**src/rtl/uart_loader_ctrl.sv**
```systemverilog
// UART packet loader: WRITE packets go to memory one byte per req/ack handshake (req one cycle after the byte, held until ack); RUN releases cpu_hold.
// Trailing checksum byte is enabled by `define UART_LOADER_CHECKSUM_EN; bytes arriving while a write awaits ack are overruns.
module uart_loader_ctrl #(
  parameter logic [23:0] TIMEOUT_CLKS = 24'd2_147_700
) (
  input  logic        clk,
  input  logic        rst_n,
  input  logic        rx_valid,
  input  logic [7:0]  rx_data,
  output logic        mem_req,
  output logic [15:0] mem_addr,
  output logic [7:0]  mem_wdata,
  input  logic        mem_ack,
  output logic        cpu_hold,
  output logic        busy,
  output logic        done,
  output logic        err
);

  typedef enum logic [2:0] {
    IDLE, CMD, AHI, ALO, LEN, DATA, WAIT_ACK, CHK
  } state_t;

  state_t      state_q, state_d;
  logic [15:0] addr_q, addr_d;
  logic [7:0]  wdata_q, wdata_d;
  logic        req_q, req_d;
  logic        hold_q, hold_d;
  logic        done_q, done_d;
  logic        err_q, err_d;
  logic [8:0]  cnt_q, cnt_d;
  logic [23:0] tmo_q, tmo_d;
  logic        timed;
`ifdef UART_LOADER_CHECKSUM_EN
  logic [7:0]  sum_q, sum_d;
  logic [7:0]  chk_total;
  logic        run_q, run_d;
`endif

  always_comb begin
    state_d = state_q;
    addr_d  = addr_q;
    wdata_d = wdata_q;
    req_d   = req_q;
    hold_d  = hold_q;
    done_d  = 1'b0;
    err_d   = err_q;
    cnt_d   = cnt_q;
    tmo_d   = tmo_q;
    timed   = (state_q != IDLE) && (state_q != WAIT_ACK);
`ifdef UART_LOADER_CHECKSUM_EN
    sum_d     = sum_q;
    run_d     = run_q;
    chk_total = sum_q + rx_data;
    if (rx_valid && (state_q inside {AHI, ALO, LEN, DATA})) begin
      sum_d = sum_q + rx_data;
    end
`endif

    case (state_q)
      IDLE: begin
        if (rx_valid && rx_data == 8'hA5) begin
          state_d = CMD;
          err_d   = 1'b0;
        end
      end
      CMD: begin
        if (rx_valid) begin
`ifdef UART_LOADER_CHECKSUM_EN
          sum_d = rx_data;
`endif
          if (rx_data == 8'h01) begin
            state_d = AHI;
            hold_d  = 1'b1;
`ifdef UART_LOADER_CHECKSUM_EN
            run_d   = 1'b0;
`endif
          end else if (rx_data == 8'h02) begin
`ifdef UART_LOADER_CHECKSUM_EN
            state_d = CHK;
            run_d   = 1'b1;
`else
            state_d = IDLE;
            hold_d  = 1'b0;
            done_d  = 1'b1;
`endif
          end else begin
            state_d = IDLE;
            err_d   = 1'b1;
          end
        end
      end
      AHI: begin
        if (rx_valid) begin
          addr_d[15:8] = rx_data;
          state_d      = ALO;
        end
      end
      ALO: begin
        if (rx_valid) begin
          addr_d[7:0] = rx_data;
          state_d     = LEN;
        end
      end
      LEN: begin
        if (rx_valid) begin
          cnt_d   = (rx_data == 8'd0) ? 9'd256 : {1'b0, rx_data};
          state_d = DATA;
        end
      end
      DATA: begin
        if (rx_valid) begin
          wdata_d = rx_data;
          req_d   = 1'b1;
          state_d = WAIT_ACK;
        end
      end
      WAIT_ACK: begin
        if (mem_ack && req_q) begin
          req_d  = 1'b0;
          addr_d = addr_q + 16'd1;
          cnt_d  = cnt_q - 9'd1;
          if (cnt_q == 9'd1) begin
`ifdef UART_LOADER_CHECKSUM_EN
            state_d = CHK;
`else
            state_d = IDLE;
            done_d  = 1'b1;
`endif
          end else begin
            state_d = DATA;
          end
        end
        // A byte here is an overrun even when the same-cycle ack finished the write.
        if (rx_valid) begin
          state_d = IDLE;
          req_d   = 1'b0;
          err_d   = 1'b1;
          done_d  = 1'b0;
        end
      end
`ifdef UART_LOADER_CHECKSUM_EN
      CHK: begin
        if (rx_valid) begin
          state_d = IDLE;
          if (chk_total == 8'd0) begin
            done_d = 1'b1;
            if (run_q) hold_d = 1'b0;
          end else begin
            err_d = 1'b1;
          end
        end
      end
`endif
      default: state_d = IDLE;
    endcase

    if (timed && !rx_valid && tmo_q >= TIMEOUT_CLKS) begin
      state_d = IDLE;
      err_d   = 1'b1;
    end

    if (rx_valid || (state_d != state_q) || !timed) begin
      tmo_d = 24'd0;
    end else begin
      tmo_d = tmo_q + 24'd1;
    end
  end

  always_ff @(posedge clk or negedge rst_n) begin
    if (!rst_n) begin
      state_q <= IDLE;
      addr_q  <= 16'd0;
      wdata_q <= 8'd0;
      req_q   <= 1'b0;
      hold_q  <= 1'b0;
      done_q  <= 1'b0;
      err_q   <= 1'b0;
      cnt_q   <= 9'd0;
      tmo_q   <= 24'd0;
`ifdef UART_LOADER_CHECKSUM_EN
      sum_q   <= 8'd0;
      run_q   <= 1'b0;
`endif
    end else begin
      state_q <= state_d;
      addr_q  <= addr_d;
      wdata_q <= wdata_d;
      req_q   <= req_d;
      hold_q  <= hold_d;
      done_q  <= done_d;
      err_q   <= err_d;
      cnt_q   <= cnt_d;
      tmo_q   <= tmo_d;
`ifdef UART_LOADER_CHECKSUM_EN
      sum_q   <= sum_d;
      run_q   <= run_d;
`endif
    end
  end

  assign mem_req   = req_q;
  assign mem_addr  = addr_q;
  assign mem_wdata = wdata_q;
  assign cpu_hold  = hold_q;
  assign busy      = (state_q != IDLE);
  assign done      = done_q;
  assign err       = err_q;

endmodule
```
**config.mk**
```make
export PLATFORM = sky130hd
export DESIGN_NAME = uart_loader_ctrl
export DESIGN_NICKNAME = d
export VERILOG_FILES = /design/src/rtl/uart_loader_ctrl.sv
export SDC_FILE = /design/constraint.sdc
export NUM_CORES = 1
export LEC_CHECK = 0
export BUFFER_PORTS_ARGS = -buffer_cell sky130_fd_sc_hd__buf_4
export CORE_ASPECT_RATIO = 1.4
export CORE_MARGIN = 4
export CORE_UTILIZATION = 53
export CTS_CLUSTER_DIAMETER = 30
export DETAILED_ROUTE_END_ITERATION = 16
export GPL_TIMING_DRIVEN = 0
export PLACE_DENSITY = 0.84
export SYNTH_ARGS = -nofsm -noshare
export SYNTH_HDL_FRONTEND = slang
export SYNTH_SLANG_ARGS = --single-unit
```
**constraint.sdc**
```tcl
create_clock -name clk -period 1.9 [get_ports clk]
set_input_delay 0 -clock clk [delete_from_list [all_inputs] [get_ports clk]]
set_output_delay 0 -clock clk [all_outputs]
set_load 0.01 [all_outputs]
```
[Yosys cells after proc, flatten, opt, wreduce, memory -nomap -nowiden]
Index checks and enable logic that the tools add are counted.
Storage, ports and cells
  word-level logic and storage cells: 102
  output and inout bits: 29
  input bits: 12
  bits in registers: 64
Operators by class
  $lt $le $gt $ge: 1
  muxes and demuxes: 40
  reduce and logical (&&, ||, !) cells: 25
  add/sub/neg operators: 3
  eq/ne operators: 23
Operator list (count)
  case mux 8 bit (2 select lines): 2
  two-way mux 3 bit: 10
  two-way mux 9 bit: 3
  adder 24 x 1 -> 24 bit (second input constant): 1
  >= comparator 24 x 22 -> 1 bit (second input constant): 1
  two-way mux 24 bit: 1
  != test 3 bit (second input constant): 7
  case mux 3 bit (7 select lines): 1
  case mux 9 bit (2 select lines): 1
  adder 16 x 1 -> 16 bit (second input constant): 1
  two-way mux 1 bit: 16
  two-way mux 16 bit: 1
  AND reduction 3 bit: 5
  != test 2 bit (second input constant): 5
  nonzero test 2 bit: 5
  == test 3 bit (second input constant): 3
  == test 9 x 1 -> 1 bit (second input constant): 1
  subtractor 9 x 1 -> 9 bit (second input constant): 1
  == test 8 x 1 -> 1 bit (second input constant): 1
  == test 8 x 2 -> 1 bit (second input constant): 1
  == test 8 bit (second input constant): 1
  zero test 8 bit: 1
  two-way mux 8 bit: 1
  == test 3 x 2 -> 1 bit (second input constant): 2
  13 further kinds: 20

[Longest topological paths before layout]
  depth after elaboration: 10
  mapped depth: 7
  mapped depth without buffers: 6

[Least setup slack after synthesis]
No wires, ideal clock.
  path kind: reg-to-reg
  from: reg tmo_q[9]
  to: reg tmo_q[10]
  library setup time: 123 ps
  arrival: 1765 ps
  data required time: 1777 ps
  stages on the path, launching flop included: 7
  clock period less this slack: 1888 ps
  setup slack: 12 ps
  buffers on the path: 1
  cells stage by stage: dfrtp_1 nand4b_1 or4_1 o31a_1 o221ai_2 buf_6 nor3_1
On the way
  cells in the longest elaborated chain, start to end: 7
  elaborated cells on any way between the ends: 8
  those cells by class: add/sub (1); order compare (1); eq/ne (1); mux (2); reduce/logical (3)
RTL lines
  start, declared: RTL line 32  | logic [23:0] tmo_q, tmo_d;
  start signal, assigned: RTL line 194  | tmo_q <= tmo_d;
  >= comparator 24 x 22 -> 1 bit: RTL line 158  | if (timed && !rx_valid && tmo_q >= TIMEOUT_CLKS) begin
  logical AND 1 bit: RTL line 158
  two-way mux 3 bit: RTL line 158
  != test 3 bit: RTL line 163  | if (rx_valid || (state_d != state_q) || !timed) begin
  logical OR 1 bit (2 in series): RTL line 163
  two-way mux 24 bit (*): RTL line 163
  via tmo_d[10]: RTL line 32
Mark *: on every way through the listed nets, which the timed path passes. The rest lies on a longest branch.
A chain may end at the register's enable or synchronous reset.

[Worst setup path after layout]
  from: reg tmo_q[13]
  to: reg tmo_q[18]
The elaborated chain is that of the path after synthesis.

==> impl_metrics.csv <==
group,metric,value,unit
status,status,"finished with violations",
status,violations,"setup timing",
cts,clock_latency,0.35,ns
power,seqPwrFrac,0.435,
setup_path,required,2.13,ns
cts,root_buffer,"clkbuf_8",
die,core_area,0.00657,mm2
global_routing,grt_max_degree,65,
placement,place.gp.congestion,0.940,
final_layout,num_antenna_cells,0,
synth,synthCells,395,
final_layout,regArea,0.00161,mm2
synth,synth_most_common_cell,"dfrtp_1",
power,p_per_area,731,mW/mm2
sta,fin_worst_skew,0.0105,ns
routing,wl,10400,um
cts,cts_tree,"yes",
die,die_x,77.5,um
synth,synth.cell_area,0.00359,mm2
power,p_leak,1.94,nW
sta,tns,-2.53,ns
synth,synthTopCellsByArea,"dfrtp_1, a21oi_1, nor3_1, xnor2_1, o21ai_0",
cts,clockBufferDepth,2,
die,start_util,0.546,
global_routing,grt_overflow,0,
final_layout,multi_input_area,0.00204,mm2
placement,place_ws,-0.177,ns
setup_path,crit_fanout,5,
final_layout,synthToLayoutAreaGrowth,30.5,%
global_routing,busiest_layer,"met2",
setup_path,crit_type,"register to register",
routing,via_per_inst,6.33,
power,internal_power,0.00256,W
synth,synthFlopType,"dfrtp_1",
sta,finalSetupViolCount,24,
final_layout,drive_above_1_share,0.301,
sta,relSlewSlack,0.335,
synth,yosysSeqAreaShare,0.447,
global_routing,grt_usage,0.254,
synth,synth-async-reset-ratio,1.00,
synth,yosys.area.top_type,"dfrtp_1",
sta,fmax,0.492,GHz
setup_path,end_kind,"register",
power,combPwrFrac,0.134,
power,p_sw,0.000865,W
synth,synthTopCellsByCount,"dfrtp_1, a21oi_1, nor3_1, nand2_1, o21ai_0",
global_routing,grt_pass1_vias,3438,
routing,wl_per_cell,18.9,um
routing,dr.pass1.iters,7,
sta,hold_violations,0,
placement,hpwl,6550,um
global_routing,met2_usage,0.428,
routing,drt_first_iter_violations,231,
cts,cts-buffers-inserted,9,
cts,cts_sinks,64,
sta,rsz0062_at_grt,"yes",
flow_run,maxCapViolations,0,
power,p_clk_frac,0.431,
sta,fin_crit,2.03,ns
setup_path,startpoint_type,"register",
sta,final_max_slew_viol_count,0,
final_layout,fillers,484,
setup_path,critical_path_arrival,2.26,ns
power,vdd_drop_max,0.000724,V
cts,clkTransAtPathRegs,0.07,ns
synth,synth.distinct_cells,56,
cts,htree_num_levels,3,
sta,setup_ws,-0.131,ns
global_routing,antenna_found_initial,0,
sta,fin_crit_sh,1.07,
routing,drc_errors,0,
power,switching_share,0.253,
routing,vias,3475,
die,pin_count,41,
placement,place.port_buffers,39,
synth,netlist.area_leader.share,0.447,
synth,yosysWarnings,0,
synth,ys_seq_elements,64,
final_layout,nets,487,
global_routing,grt_use_met1,0.299,
global_routing,globalRouteMet3Util,0.0573,
global_routing,grt_pass1_wl,16600,um
die,die_area,0.00816,mm2
synth,synth_edf_count,0,
hold_path,holdCritPathClass,"input pin to register",
die,die_h,105,um
sta,tightest_slew,0.984,ns
routing,ant_nets,0,
synth,syn_area_per_cell,9.08,um2
die,placementRows,35,
-- area by class of cell --
| class | instances | area share |
|---|---|---|
| Multi-Input combinational cell | 300 | 0.437 |
| Sequential cell | 64 | 0.344 |
| Timing Repair Buffer | 63 | 0.108 |
| Clock buffer | 11 | 0.0323 |
| Buffer | 18 | 0.0249 |
| Clock inverter | 5 | 0.0219 |
| Tap cell | 74 | 0.0198 |
| Inverter | 14 | 0.0120 |
-- critical path: stages, from the launching register on --
cell and delay [ns]:
dfrtp_1 0.47, or4_1 0.53, o31a_1 0.33, o221ai_4 0.34, buf_6 0.19, nor3_1 0.06
-- state kept, by name, indices dropped and copies added, names as in the netlist --
signal and count:
mem_wdata 8, state_q 3, err 1, mem_addr 16, tmo_q 24, done 1, mem_req 1, cnt_q 9
cpu_hold 1
-- cells by family (layout without fill, tap and decap cells) --
family                     after synthesis  count (layout)  share of synthesized area
buffers and inverters                   32             111                     0.0412
AOI/OAI and AO/OA                      106             106                      0.184
and+or+nand+nor                        156             156                      0.227
xor gates and xnor gates                21              21                     0.0513
other                                    1               2                    0.00105
adders and majority gates                5               5                     0.0174
DFF                                     64              64                      0.447
muxes                                   10              10                     0.0311
-- routing by layer --
layer	routed length, um	vias to the layer above
li1	-	1590
met1	3740	1652
met2	5480	184
met3	696	49
met4	479	0
met5	0	-
-- cell usage in the layout, fill, tap and decap left out, types with 5 or more instances in the layout --
master	n
dfrtp_1	57
buf_4	52
clkbuf_8	11
xor2_1	5
nand3_1	19
nor3_1	16
buf_6	7
o22ai_1	6
nand2_1	31
nor3_2	17
mux2_2	9
nor2_1	20
dlygate4sd3_1	9
buf_2	5
inv_1	13
xnor2_1	16
dfrtp_2	7
nand4_1	6
a21oi_1	37
o21ai_0	27
-- path summary, 6_finish.rpt --
check / slack [ns] / to / startpoint / cells after the start
max in group asynchronous: 1.00 / mem_addr[8]$_DFFE_PN0P_ / rst_n / 2
hold / removal: 0.03 / mem_addr[5]$_DFFE_PN0P_ / rx_data[5] / 3
setup reg to reg: -0.13 / tmo_q[18]$_DFF_PN0_ / tmo_q[13]$_DFF_PN0_ / 5
setup / recovery: -0.13 / tmo_q[18]$_DFF_PN0_ / tmo_q[13]$_DFF_PN0_ / 5
min in group asynchronous: 0.28 / tmo_q[5]$_DFF_PN0_ / rst_n / 2
hold reg to reg: 0.49 / cpu_hold$_DFFE_PN0P_ / cpu_hold$_DFFE_PN0P_ / 2
-- per-stage QoR --
step | std cells | power, W | instance area (um2) | hold slack [ns] | utilization
CTS | 539 | 0.00338 | 4450 | 0.0224 | 0.677
detailed placement | 509 | 0.00187 | 3980 | 0.147 | 0.605
global route | 549 | 0.00356 | 4680 | 0.0328 | 0.713
finish | 549 | 0.00342 | 4680 | 0.0256 | 0.713
floorplan | 396 | 0.00170 | 3590 | -0.296 | -
global placement | 509 | 0.00186 | 3980 | 0.133 | 0.605
-- what timing repair did --
item,4_1_cts,5_1_grt
endpoints found under the hold margin,73,0
pin swaps,8,17
hold buffers,9,0
cloned,2,0
gates resized for setup,23,44
buffers inserted,3,10
setup endpoints to repair,44,50
-- power groups by stage --
| stage | Combinational (W) | Clock, W | Sequential, W |
|---|---|---|---|
| 3_3_place_gp | 0.000352 | 0 | 0.00151 |
| 3_5_place_dp | 0.000358 | 0 | 0.00151 |
| 5_1_grt | 0.000497 | 0.00157 | 0.00150 |
| 6_report | 0.000458 | 0.00148 | 0.00149 |
| 2_1_floorplan | 0.000183 | 0 | 0.00151 |
| 4_1_cts | 0.000406 | 0.00149 | 0.00148 |
(Power assumes the default switching activity.)
